<file path="src/rtl/vga_sync_gen.sv">
// rtl/vga_sync_gen.sv - 640x480 VGA raster timing generator with per-frame sprite-position sample
//
// Ports:
//   clk          system clock
//   rst          synchronous, active-high reset
//   SW[7:0]      raw sprite position ([3:0] column, [7:4] row)
//   pix_en       one-cycle pixel strobe, once per CLK_DIV clocks
//   hc[9:0]      horizontal count, 0..H_TOTAL-1
//   vc[9:0]      vertical count, 0..V_TOTAL-1
//   hsync        active-low horizontal sync (low while hc < H_SYNC)
//   vsync        active-low vertical sync (low while vc < V_SYNC)
//   vidon        high inside the active window HBP..HFP-1 x VBP..VFP-1
//   frame_start  one-clock pulse on the edge where hc/vc wrap to 0/0
//   sw_pos[7:0]  sprite position handed to the renderer
//
// Optional feature macro: VGA_SW_LATCH_EN
//   defined   - sw_pos is a register loaded from SW on the frame_start edge
//   undefined - sw_pos follows SW combinationally

module vga_sync_gen #(
    parameter int CLK_DIV = 2,
    parameter int H_TOTAL = 800,
    parameter int V_TOTAL = 521,
    parameter int H_SYNC  = 96,
    parameter int V_SYNC  = 2,
    parameter int HBP     = 144,
    parameter int HFP     = 784,
    parameter int VBP     = 31,
    parameter int VFP     = 511
) (
    input  logic       clk,
    input  logic       rst,
    input  logic [7:0] SW,
    output logic       pix_en,
    output logic [9:0] hc,
    output logic [9:0] vc,
    output logic       hsync,
    output logic       vsync,
    output logic       vidon,
    output logic       frame_start,
    output logic [7:0] sw_pos
);

    // CLK_DIV is at most 8, so a 3-bit divider always suffices.
    localparam logic [2:0] DIV_MAX  = 3'(CLK_DIV - 1);
    localparam logic [9:0] H_MAX    = 10'(H_TOTAL - 1);
    localparam logic [9:0] V_MAX    = 10'(V_TOTAL - 1);
    localparam logic [9:0] H_SYNC_W = 10'(H_SYNC);
    localparam logic [9:0] V_SYNC_W = 10'(V_SYNC);
    localparam logic [9:0] H_BP     = 10'(HBP);
    localparam logic [9:0] H_FP     = 10'(HFP);
    localparam logic [9:0] V_BP     = 10'(VBP);
    localparam logic [9:0] V_FP     = 10'(VFP);

    logic [2:0] div;
    logic [9:0] hc_next;
    logic [9:0] vc_next;
    logic       frame_wrap;

    // Next-state counters; decoded outputs are registered from these so that
    // sync/video flags always line up with the hc/vc being presented.
    always_comb begin
        hc_next    = hc;
        vc_next    = vc;
        frame_wrap = 1'b0;
        if (pix_en) begin
            if (hc == H_MAX) begin
                hc_next = '0;
                if (vc == V_MAX) begin
                    vc_next    = '0;
                    frame_wrap = 1'b1;
                end else begin
                    vc_next = vc + 10'd1;
                end
            end else begin
                hc_next = hc + 10'd1;
            end
        end
    end

    always_ff @(posedge clk) begin
        if (rst) begin
            div         <= '0;
            pix_en      <= 1'b0;
            hc          <= '0;
            vc          <= '0;
            hsync       <= 1'b0;
            vsync       <= 1'b0;
            vidon       <= 1'b0;
            frame_start <= 1'b0;
        end else begin
            div         <= (div == DIV_MAX) ? 3'd0 : div + 3'd1;
            pix_en      <= (div == DIV_MAX);
            hc          <= hc_next;
            vc          <= vc_next;
            hsync       <= (hc_next >= H_SYNC_W);
            vsync       <= (vc_next >= V_SYNC_W);
            vidon       <= (hc_next >= H_BP) && (hc_next < H_FP) &&
                           (vc_next >= V_BP) && (vc_next < V_FP);
            frame_start <= frame_wrap;
        end
    end

`ifdef VGA_SW_LATCH_EN
    // Loaded on the same edge that raises frame_start, so the renderer sees
    // one position for the entire frame that follows.
    always_ff @(posedge clk) begin
        if (rst) begin
            sw_pos <= '0;
        end else if (frame_wrap) begin
            sw_pos <= SW;
        end
    end
`else
    assign sw_pos = SW;
`endif

endmodule

</file>
<file path="config.mk">
export PLATFORM = sky130hd
export DESIGN_NAME = vga_sync_gen
export DESIGN_NICKNAME = d
export VERILOG_FILES = /design/src/rtl/vga_sync_gen.sv
export SDC_FILE = /design/constraint.sdc
export NUM_CORES = 1
export LEC_CHECK = 0
export ABC_AREA = 1
export BUFFER_PORTS_ARGS = -buffer_cell sky130_fd_sc_hd__buf_2
export CORE_MARGIN = 2
export CORE_UTILIZATION = 47
export DETAILED_ROUTE_END_ITERATION = 8
export PLACE_DENSITY_LB_ADDON = 0.25
export SYNTH_ARGS = -nofsm -noshare
export SYNTH_HDL_FRONTEND = slang
export SYNTH_SLANG_ARGS = --single-unit
export TNS_END_PERCENT = 100
</file>
<file path="constraint.sdc">
create_clock -name clk -period 1.75 [get_ports clk]
set_input_delay 0 -clock clk [delete_from_list [all_inputs] [get_ports clk]]
set_output_delay 0 -clock clk [all_outputs]
set_load 0.02 [all_outputs]
</file>
==> results of run 1 <==
==> power breakdown <==
part,switching [mW],total (mW),internal (mW)
Combinational,0.0532,0.0921,0.0389
Sequential,0.0164,0.672,0.656
Clock,0.198,0.430,0.232
==> logic make-up after synthesis <==
logic type      after synthesis  share of synthesized area (%)
simple gates                167                          46.87
buf+inv                      42                          11.13
flops                        28                          33.01
compound gates               11                          3.758
fa+ha+maj                     5                          3.685
xor+xnor                      3                          1.548
==> per-layer routing <==
layer / up-vias / track usage (%) / wire length, µm
met5: - / 0 / 0
met4: 0 / 6.915 / 57
met3: 6 / 1.761 / 179
met2: 34 / 31.25 / 1839
met1: 745 / 27.22 / 1867
li1: 866 / - / -
==> what timing repair did <==
action | 4_1_cts | 5_1_grt
resized for setup | 3 | 20
buffers inserted | 0 | 5
pin swaps | 2 | 8
gates cloned | 0 | 0
hold buffers | 1 | 0
setup endpoints to repair | 2 | 2
endpoints found under the hold margin | 3 | 0
==> through the flow <==
step	cells	setup WS (ns)
6_report	338	-0.02193
5_1_grt	338	-0.1253
3_5_place_dp	328	-0.01602
2_1_floorplan	256	0.02619
4_1_cts	333	-0.01497
3_3_place_gp	328	0.007703
==> layout by cell type, fill, tap and decap left out, drive strengths merged, types with 2 or more instances in the layout <==
| cell | count |
|---|---|
| nand2 | 76 |
| nor2 | 48 |
| buf | 42 |
| inv | 31 |
| nand3 | 28 |
| dfxtp | 28 |
| nand4 | 8 |
| a21oi | 6 |
| ha | 5 |
| nor3 | 4 |
| o21ai | 3 |
| clkbuf | 3 |
| xnor2 | 2 |
| or2 | 2 |
==> final cells by class <==
class,instances,area [µm²]
clock inverter,1,30.03
fill,337,1339
inverter,31,118.9
multi-input combinational,186,1020
clock buffer,3,22.52
timing repair buffer,43,260.3
tap,46,57.56
sequential,28,568.0
==> state kept, by name, summed over array words and instances, names as in the netlist <==
signal	flops
vidon	1
vc	10
pix_en	1
vsync	1
hsync	1
frame_start	1
hc	10
div	3
==> how the worst max path moves through the flow <==
stage	startpoint	to	cells past startpoint
2_1_floorplan	hc[0]	vidon	14
3_3_place_gp	hc[1]	vidon	14
3_5_place_dp	hc[1]	vidon	14
4_1_cts	hc[1]	vidon	13
5_1_grt	hc[1]	vsync	11
6_report	hc[1]	vidon	13
==> reports/metrics.yaml, run 1 <==
dpl.hpwl_um: 2903
ys.flop_type: "dfxtp_1"
grt_start_max_net_pins: 22
first_global_vias: 1474
path_max_fanout: 7
fin_ws_ns: -0.02193
drt_first_pass_iters: 4
post_dp_cell_area_mm2: 0.001898
slowest_stage: "dfxtp_2"
routedWlPerCell_um: 11.67
synth_seq_cells: 28
clkTransAtPathRegs_ns: 0.17
ir_drop_mv: 0.4737
portBuffers: 26
post-route-util_pct: 60.81
fin_nets: 308
synthToLayoutAreaGrowth_pct: 22.33
fin_total_pwr_mw: 1.194
yosysTopAreaCell: "dfxtp_1"
wirelength_um: 3944
maxCapViolCount: 0
yosys_warnings: 0
crit_type: "reg -> reg"
dieArea_mm2: 0.004109
reg2reg_depth: 13
max-slew-margin-rel_pct: 76.45
tns_ns: -0.02291
fp-row-count: 21
grt_usage_pct: 19.44
die_h_um: 64.11
synthTopCellsByCount: "nand2_1 (75), nor2_1 (37), dfxtp_1 (28), inv_1 (28), nand3_1 (25)"
start_kind: "register"
status: "finished, violations left"
min_path_type: "in -> out"
initial_core_util_pct: 49.71
drc: 0
rsz0062_at_grt: "true"
ios: 43
max_stage_delay_ns: 0.40
finalClockSkew_ns: 0.02398
antennaDiodeCount: 0
vias_per_cell: 4.885
hold_path_depth: 0
worstPathCellList: "ha_4 > nand2_4 > nor2_8 > inv_4 > nor2_8 > buf_4 > nand3_1 > nand2_2 > nor2_4 > nand3_1 > nand2_1 > nor2_1 > nor2_2"
fmax_mhz: 564.4
cts-buffers-inserted: 3
drive_gt1_share_pct: 29.79
place_congestion: 0.8961
cts_tree: "done"
hold_violations: 0
power.leakage_nw: 1.052
worstMarginPinSlew_ns: 0.3496
synth_area_leaders: "dfxtp_1 (33%), nand2_1 (17%), nor2_1 (8.2%), nand3_1 (7.4%), inv_1 (6.2%)"
critPathTopFamily: "simple AND/OR/NAND/NOR gates"
r2r-start: "hc[1]"
finalMaxSlewViolations: 0
worstSkewPairLatency_ns: 0.35
violations: "setup timing"
htree_levels: 1
period_share_pct: 101.3
cts.path.max_buffers: 2
arrival_ns: 2.01
postSynthCellCount: 256
crit_required_ns: 1.99
hold_path_end: "sw_pos[1]"
syn_area_per_cell_um2: 6.632
critical_path.endpoint_type: "register"
syn_area_mm2: 0.001698
synthArstFlopShare_pct: 0
num_vias: 1651
ctsRootBufferMaster: "clkbuf_4"
setup_viol: 2
ys_types: 28
ys_seq_area_share_pct: 33.01
synth.most_common_cell: "nand2_1"
core_area_mm2: 0.003416
grt-ovfl-total: 0
netlist.area_leader.share_pct: 33.01
finalInstanceArea_mm2: 0.002077
synth_nets: 271
path_buf_inv: 2
r2r_setup_slack_ns: -0.02
dr.first_iter.drc_count: 71
holdWs_ns: 0.000008833
clock_sinks: 28
grt_pass1_wl_um: 6430
power_density_mw_per_mm2: 575.1
synth-edff-count: 0
post-route-min-period_ns: 1.772
antenna_found_initial: 0
min-delay-start: "SW[1]"
reg2reg_to: "vidon"
ant_nets: 0
die_w_um: 64.11
Note: power is estimated with default switching activity, not from simulation.
==> run 2, diff against run 1 <==
--- a/config.mk
+++ b/config.mk
@@ -8,7 +8,7 @@
 export ABC_AREA = 1
 export BUFFER_PORTS_ARGS = -buffer_cell sky130_fd_sc_hd__buf_2
 export CORE_MARGIN = 2
-export CORE_UTILIZATION = 47
+export CORE_UTILIZATION = 57
 export DETAILED_ROUTE_END_ITERATION = 8
 export PLACE_DENSITY_LB_ADDON = 0.25
 export SYNTH_ARGS = -nofsm -noshare
==> constraint.sdc (replaced) <==
create_clock -name clk -period 2.3 [get_ports clk]
set_input_delay 0 -clock clk [delete_from_list [all_inputs] [get_ports clk]]
set_output_delay 0 -clock clk [all_outputs]
set_load 0.02 [all_outputs]
==> run 2 against run 1 <==
  * The flow now finishes without violations
  * Count of clock-buffer cells in the layout up 1
  * Global-route usage up 3.5 points
  * Register-to-register slack better by 0.45 ns
  * Critical endpoint unchanged
==> reports/metrics.yaml, run 2 (synthesis gave the netlist of run 1 again) <==
min-delay-start: "SW[4]"
drt_first_pass_iters: 4  # unchanged
holdWs_ns: 0.000008837  # +0.000000004080 ns
reg2reg_depth: 12  # -1
period_share_pct: 81.45  # -20 points
cts.hold.buffers_added: 0  # -1
cp-startpoint: "hc[0]"
combinationalPowerShare_pct: 7.1  # -0.6 points
hold_path_end: "sw_pos[4]"
fin_total_pwr_mw: 0.8025  # -33%
ant_nets: 0  # unchanged
grt_usage_pct: 22.90  # +3.5 points
cts_tree: "done"
cts_resized: 0  # -3
setup_viol: 0  # -2
clock_sinks: 28  # unchanged
r2r_setup_slack_ns: 0.43  # +0.45 ns
hold_path_depth: 0  # unchanged
layout_common_cells: "nand2_1 (75), nor2_1 (37), inv_1 (28), dfxtp_1 (28), buf_2 (26)"
ios: 43  # unchanged
power.internal_mw: 0.6137  # -34%
first_global_vias: 1404  # -4.7%
clkTransAtPathRegs_ns: 0.15  # -0.02 ns
dr.first_iter.drc_count: 96  # +35%
dpl.hpwl_um: 2766  # -4.7%
ctsRootBufferMaster: "clkbuf_4"
htree_levels: 1  # unchanged
start_kind: "register"
synthToLayoutAreaGrowth_pct: 8.253
grt-ovfl-total: 0  # unchanged
arrival_ns: 2.12  # +0.11 ns
ir_drop_mv: 0.3763  # -21%
crit_type: "reg -> reg"
place_congestion: 0.8370  # -6.6%
path_max_fanout: 8  # +1
fmax_mhz: 533.8  # -5.4%
post-cts-setup-buffers: 0  # unchanged
final_common_cell: "nand2_1"
crit_required_ns: 2.54  # +0.55 ns
reg2reg_to: "vidon"
fin_ws_ns: 0.4266  # +0.4485 ns
p_switching_mw: 0.1888  # -30%
grt_pass1_wl_um: 6154  # -4.3%
fin_nets: 292  # -5.2%
cts-buffers-inserted: 3  # unchanged
portBuffers: 26  # unchanged
finalClockSkew_ns: 0.001019  # -0.02296 ns
post-route-util_pct: 66.08  # +5.3 points
core_area_mm2: 0.002781  # -19%
power_density_mw_per_mm2: 436.6  # -24%
antenna_found_initial: 0  # unchanged
regArea_um2: 560.5  # -1.3%
pwr-share-clk_pct: 29.8  # -6.2 points
die_h_um: 58.58  # -8.6%
antennaDiodeCount: 0  # unchanged
routedWlPerCell_um: 11.49  # -1.5%
worstMarginPinSlew_ns: 0.4156  # +0.06598 ns
hold_violations: 0  # unchanged
wirelength_um: 3527  # -11%
multi_input_area_um2: 948.4  # -7.0%
dieArea_mm2: 0.003431  # -17%
die_w_um: 58.58  # -8.6%
drc: 0  # unchanged
pwr-share-seq_pct: 63.2  # +6.9 points
post-route-min-period_ns: 1.873  # +0.1015 ns
status: "completed"
top_regs: "hc (10), vc (10), div (3)"
switching_share_pct: 23.53  # +1.1 points
dp_slack_ns: 0.4828  # +0.4988 ns
grt_start_max_net_pins: 23  # +4.5%
maxCapViolCount: 0  # unchanged
max-slew-margin-rel_pct: 72.29  # -4.2 points
min_path_type: "in -> out"
rsz0062_at_grt: "false"
power.leakage_nw: 0.9467  # -10%
finalMaxSlewViolations: 0  # unchanged
worstSkewPairLatency_ns: 0.32  # -0.03 ns
fillerInstances: 269  # -20%
fp-row-count: 19  # -9.5%
critical_path.endpoint_type: "register"
initial_core_util_pct: 61.04  # +11 points
drive_gt1_share_pct: 18.84  # -11 points
r2r-start: "hc[0]"
cts.path.max_buffers: 2  # unchanged
tns_ns: 0  # +0.02291 ns
vias_per_cell: 5.192  # +6.3%
num_vias: 1594  # -3.5%
==> run 2: critical path, stage by stage (launching register included) <==
cell and delay [ns]:
dfxtp_1 0.41, ha_1 0.18, nand2_1 0.14, nor2_8 0.17, inv_2 0.08, nor2_8 0.16
nand2_1 0.07, nand2_1 0.06, nand2_1 0.09, nor3_1 0.23, nand2_1 0.08, nand2_1 0.08
nor2_2 0.03
==> run 2: layout make-up <==
type                       count  area share (%)
timing repair buffer          27           7.488
clock buffer                   4           1.974
sequential                    28           30.50
multi-input combinational    186           51.60
inverter                      31           6.331
tap                           31           2.110
==> run 2: power groups by stage <==
stage / Clock, mW / Combinational (mW) / Sequential, mW
after floorplan: 0 / 0.0539 / 0.523
after global placement: 0 / 0.0579 / 0.517
after detailed placement: 0 / 0.0582 / 0.518
after CTS: 0.252 / 0.0583 / 0.507
after global routing: 0.268 / 0.0654 / 0.510
final: 0.239 / 0.0569 / 0.507
==> run 2: worst max path at each step <==
stage / endpoint
final: vidon
after global routing: vidon
after floorplan: vidon
after global placement: vidon
after detailed placement: vidon
after CTS: vidon
==> run 2: metal layers <==
layer	vias to the layer above	part of all wire (%)	track usage, %
met1	698	48	32.23
li1	842	-	-
met2	49	45	36.76
met3	5	6.1	3.077
met4	0	0.71	6.818
met5	-	0	0
==> run 2: metrics by stage <==
step	cells	cell area [µm²]
5_1_grt	307	1838
6_report	307	1838
2_1_floorplan	256	1698
3_3_place_gp	303	1802
3_5_place_dp	303	1802
4_1_cts	307	1838
==> run 3, diff against run 2 <==
--- a/config.mk
+++ b/config.mk
@@ -5,10 +5,10 @@
 export SDC_FILE = /design/constraint.sdc
 export NUM_CORES = 1
 export LEC_CHECK = 0
-export ABC_AREA = 1
+export ABC_AREA = 0
 export BUFFER_PORTS_ARGS = -buffer_cell sky130_fd_sc_hd__buf_2
 export CORE_MARGIN = 2
-export CORE_UTILIZATION = 57
+export CORE_UTILIZATION = 53
 export DETAILED_ROUTE_END_ITERATION = 8
 export PLACE_DENSITY_LB_ADDON = 0.25
 export SYNTH_ARGS = -nofsm -noshare
==> constraint.sdc (replaced) <==
create_clock -name clk -period 1.8 [get_ports clk]
set_input_delay 0 -clock clk [delete_from_list [all_inputs] [get_ports clk]]
set_output_delay 0 -clock clk [all_outputs]
set_load 0.02 [all_outputs]
==> run 3 against run 2 <==
  * The flow now finishes with violations (setup timing)
  * Global-route usage rose by 5.5 points
  * Hold slack barely moved
  * Cell count rose by 3.3%
  * Combinational power rose by 48%
  * Wire length rose by 50%
  * Clock power rose by 59%
  * Cell area rose by 34%
  * Largest cell class unchanged
  * Die area rose by 7.0%
  * Sequential power rose by 28%
  * Total power rose by 38%
  * Synthesized area did not move
  * Flip-flop and latch count did not move
==> reports/metrics.yaml, run 3 <==
status: "finished, violations left"
violations: "setup timing"
core_area_mm2: 0.003053  # +9.8%
cts-buffers-inserted: 3  # unchanged
first_global_vias: 1600  # +14%
power_density_mw_per_mm2: 449.9  # +3.0%
start_kind: "register"
drt_first_pass_iters: 4  # unchanged
vias_per_cell: 5.726  # +10%
hold_violations: 0  # unchanged
ys_types: 55  # +96%
grt_pass1_wl_um: 7790  # +27%
crit_type: "reg -> reg"
crit_required_ns: 2.08  # -0.46 ns
rsz0062_at_grt: "true"
fp-row-count: 20  # +1
synth_seq_cells: 28  # unchanged
drc: 0  # unchanged
synthArstFlopShare_pct: 0  # unchanged
slowest_stage: "or4b_4"
worstSkewPairLatency_ns: 0.36  # +0.04 ns
fin_nets: 289  # -1.0%
setup_viol: 3  # +3
path_max_fanout: 4  # -4
netlist.area_leader.share_pct: 33.01  # unchanged
antennaDiodeCount: 0  # unchanged
grt_usage_pct: 28.41  # +5.5 points
cts_tree: "done"
critical_path.endpoint_type: "register"
ys.flop_type: "dfxtp_1"
ant_nets: 0  # unchanged
finalMaxSlewViolations: 0  # unchanged
synth.most_common_cell: "dfxtp_1"
dpl.hpwl_um: 3703  # +34%
dr.first_iter.drc_count: 121  # +26%
ir_drop_mv: 0.6955  # +85%
worstPathCellList: "or4b_4 > nor2_4 > nand4_1 > xor2_2 > and4b_1 > mux2_4 > nor4_4"
syn_area_mm2: 0.001698  # unchanged
cts.path.max_buffers: 2  # unchanged
top_regs: "hc (10), vc (10), div (3)"
grt_start_max_net_pins: 26  # +13%
postSynthCellCount: 192  # -25%
die_w_um: 60.60  # +3.5%
max-slew-margin-rel_pct: 66.29  # -6.0 points
synth-edff-count: 0  # unchanged
synth_nets: 207  # -24%
ys_seq_area_share_pct: 33.01  # unchanged
power.leakage_nw: 1.109  # +17%
synth_area_leaders: "dfxtp_1 (33%), nor2_1 (5.1%), xnor2_1 (4.1%), ha_1 (3.7%), xor2_1 (3.6%)"
yosysTopAreaCell: "dfxtp_1"
synthToLayoutAreaGrowth_pct: 45.47
fin_total_pwr_mw: 1.111  # +38%
clkTransAtPathRegs_ns: 0.16  # about the same
dp_slack_ns: -0.3872  # -0.8700 ns
drive_gt1_share_pct: 50.92  # +32 points
ios: 43  # unchanged
post-route-min-period_ns: 2.210  # +0.3364 ns
initial_core_util_pct: 55.61  # -5.4 points
wirelength_um: 5307  # +50%
cts.hold.buffers_added: 0  # unchanged
clock_sinks: 28  # unchanged
finalClockSkew_ns: 0.004190  # +0.003171 ns
ctsRootBufferMaster: "clkbuf_4"
period_share_pct: 122.8  # +41 points
worstMarginPinSlew_ns: 0.5057  # +0.09009 ns
htree_levels: 1  # unchanged
layout_common_cells: "buf_4 (65), buf_2 (26), nor2_1 (22)"
place_congestion: 0.8790  # +5.0%
syn_area_per_cell_um2: 8.843  # +33%
routedWlPerCell_um: 16.74  # +46%
critPathTopFamily: "simple AND/OR/NAND/NOR gates"
grt-ovfl-total: 0  # unchanged
synthTopCellsByCount: "dfxtp_1 (28), nor2_1 (23), nand2_1 (11), nor3_1 (10)"
arrival_ns: 2.49  # +0.37 ns
maxCapViolCount: 0  # unchanged
fin_ws_ns: -0.4099  # -0.8364 ns
portBuffers: 26  # unchanged
fmax_mhz: 452.5  # -15%
dieArea_mm2: 0.003672  # +7.0%
yosys_warnings: 0  # unchanged
final_common_cell: "buf_4"
path_buf_inv: 0  # -1
die_h_um: 60.60  # +3.5%
min_path_type: "in -> out"
num_vias: 1815  # +14%
max_stage_delay_ns: 0.56  # +0.15 ns
antenna_found_initial: 0  # unchanged
## run 3: changes by cell type after synthesis, moves of 6 or more
cell     before  now
nand2_1      75   11
inv_1        28    5
nand3_1      25    5
nor2_1       37   23
nor2_2        7    0
nor2b_1       0    6
nor3_1        4   10
xnor2_1       2    8
xor2_1        1    7
## run 3: cells by family after synthesis
kind of cell,Yosys count,share of synthesized area [%]
and+or+nand+nor,91,34.27
DFF,28,33.01
AOI/OAI and AO/OA,27,11.35
buffers and inverters,23,7.516
xor gates and xnor gates,16,8.696
adders and majority gates,5,3.685
muxes,2,1.474
## run 3: what timing repair did
item,4_1_cts,5_1_grt
setup buffers,6,6
gates resized for setup,13,16
setup endpoints to repair,5,9
pin swaps,11,10
## run 3: final cells by class
cell class / instances / area (µm²)
multi-input cells: 141 / 1099
repair buffers: 95 / 663.1
flip-flops and latches: 28 / 584.3
fillers: 198 / 583.1
well taps: 44 / 55.05
clock buffers: 4 / 47.55
inverters: 5 / 21.27
## run 3: final timing paths
path,start,endpoint,slack (ns),cells after the start
max,hc[6],vidon,-0.41,7
min,SW[5],sw_pos[5],0.000009,0
max reg2reg,hc[6],vidon,-0.41,7
min reg2reg,div[0],div[0],0.49,1
## run 3: per-stage QoR
step / util [%] / hold WS (ns) / instance area [µm²] / setup TNS (ns) / cells
3_5_place_dp: 73.89 / 0.0001487 / 2256 / -0.7096 / 304
5_1_grt: 80.90 / 0.00003262 / 2470 / -1.231 / 317
2_1_floorplan: - / 0.06420 / 1738 / -0.5432 / 192
3_3_place_gp: 73.89 / 0.0001487 / 2256 / -0.5753 / 304
6_report: 80.90 / 0.000008856 / 2470 / -0.9083 / 317
4_1_cts: 78.24 / 0.0001487 / 2389 / -0.7515 / 313
## run 3: where the power goes
part           total (mW)  internal [mW]  switching (mW)
registers           0.647          0.634          0.0135
clock network       0.380          0.171           0.209
logic              0.0841         0.0372          0.0469
total                1.11          0.841           0.270
## run 3: routing by layer
metal / vias to the layer above / share of wire (%) / GRT usage (%)
met5: - / 0 / 0
met4: 0 / 3.3 / 11.49
met3: 22 / 6.7 / 3.838
met2: 82 / 49 / 46.24
met1: 868 / 41 / 38.13
li1: 843 / - / -
## run 3: worst register-to-register path: stages (launching register included)
cell and delay (ns):
dfxtp_2 0.37, or4b_4 0.56, nor2_4 0.19, nand4_1 0.16
xor2_2 0.20, and4b_1 0.25, mux2_4 0.28, nor4_4 0.13
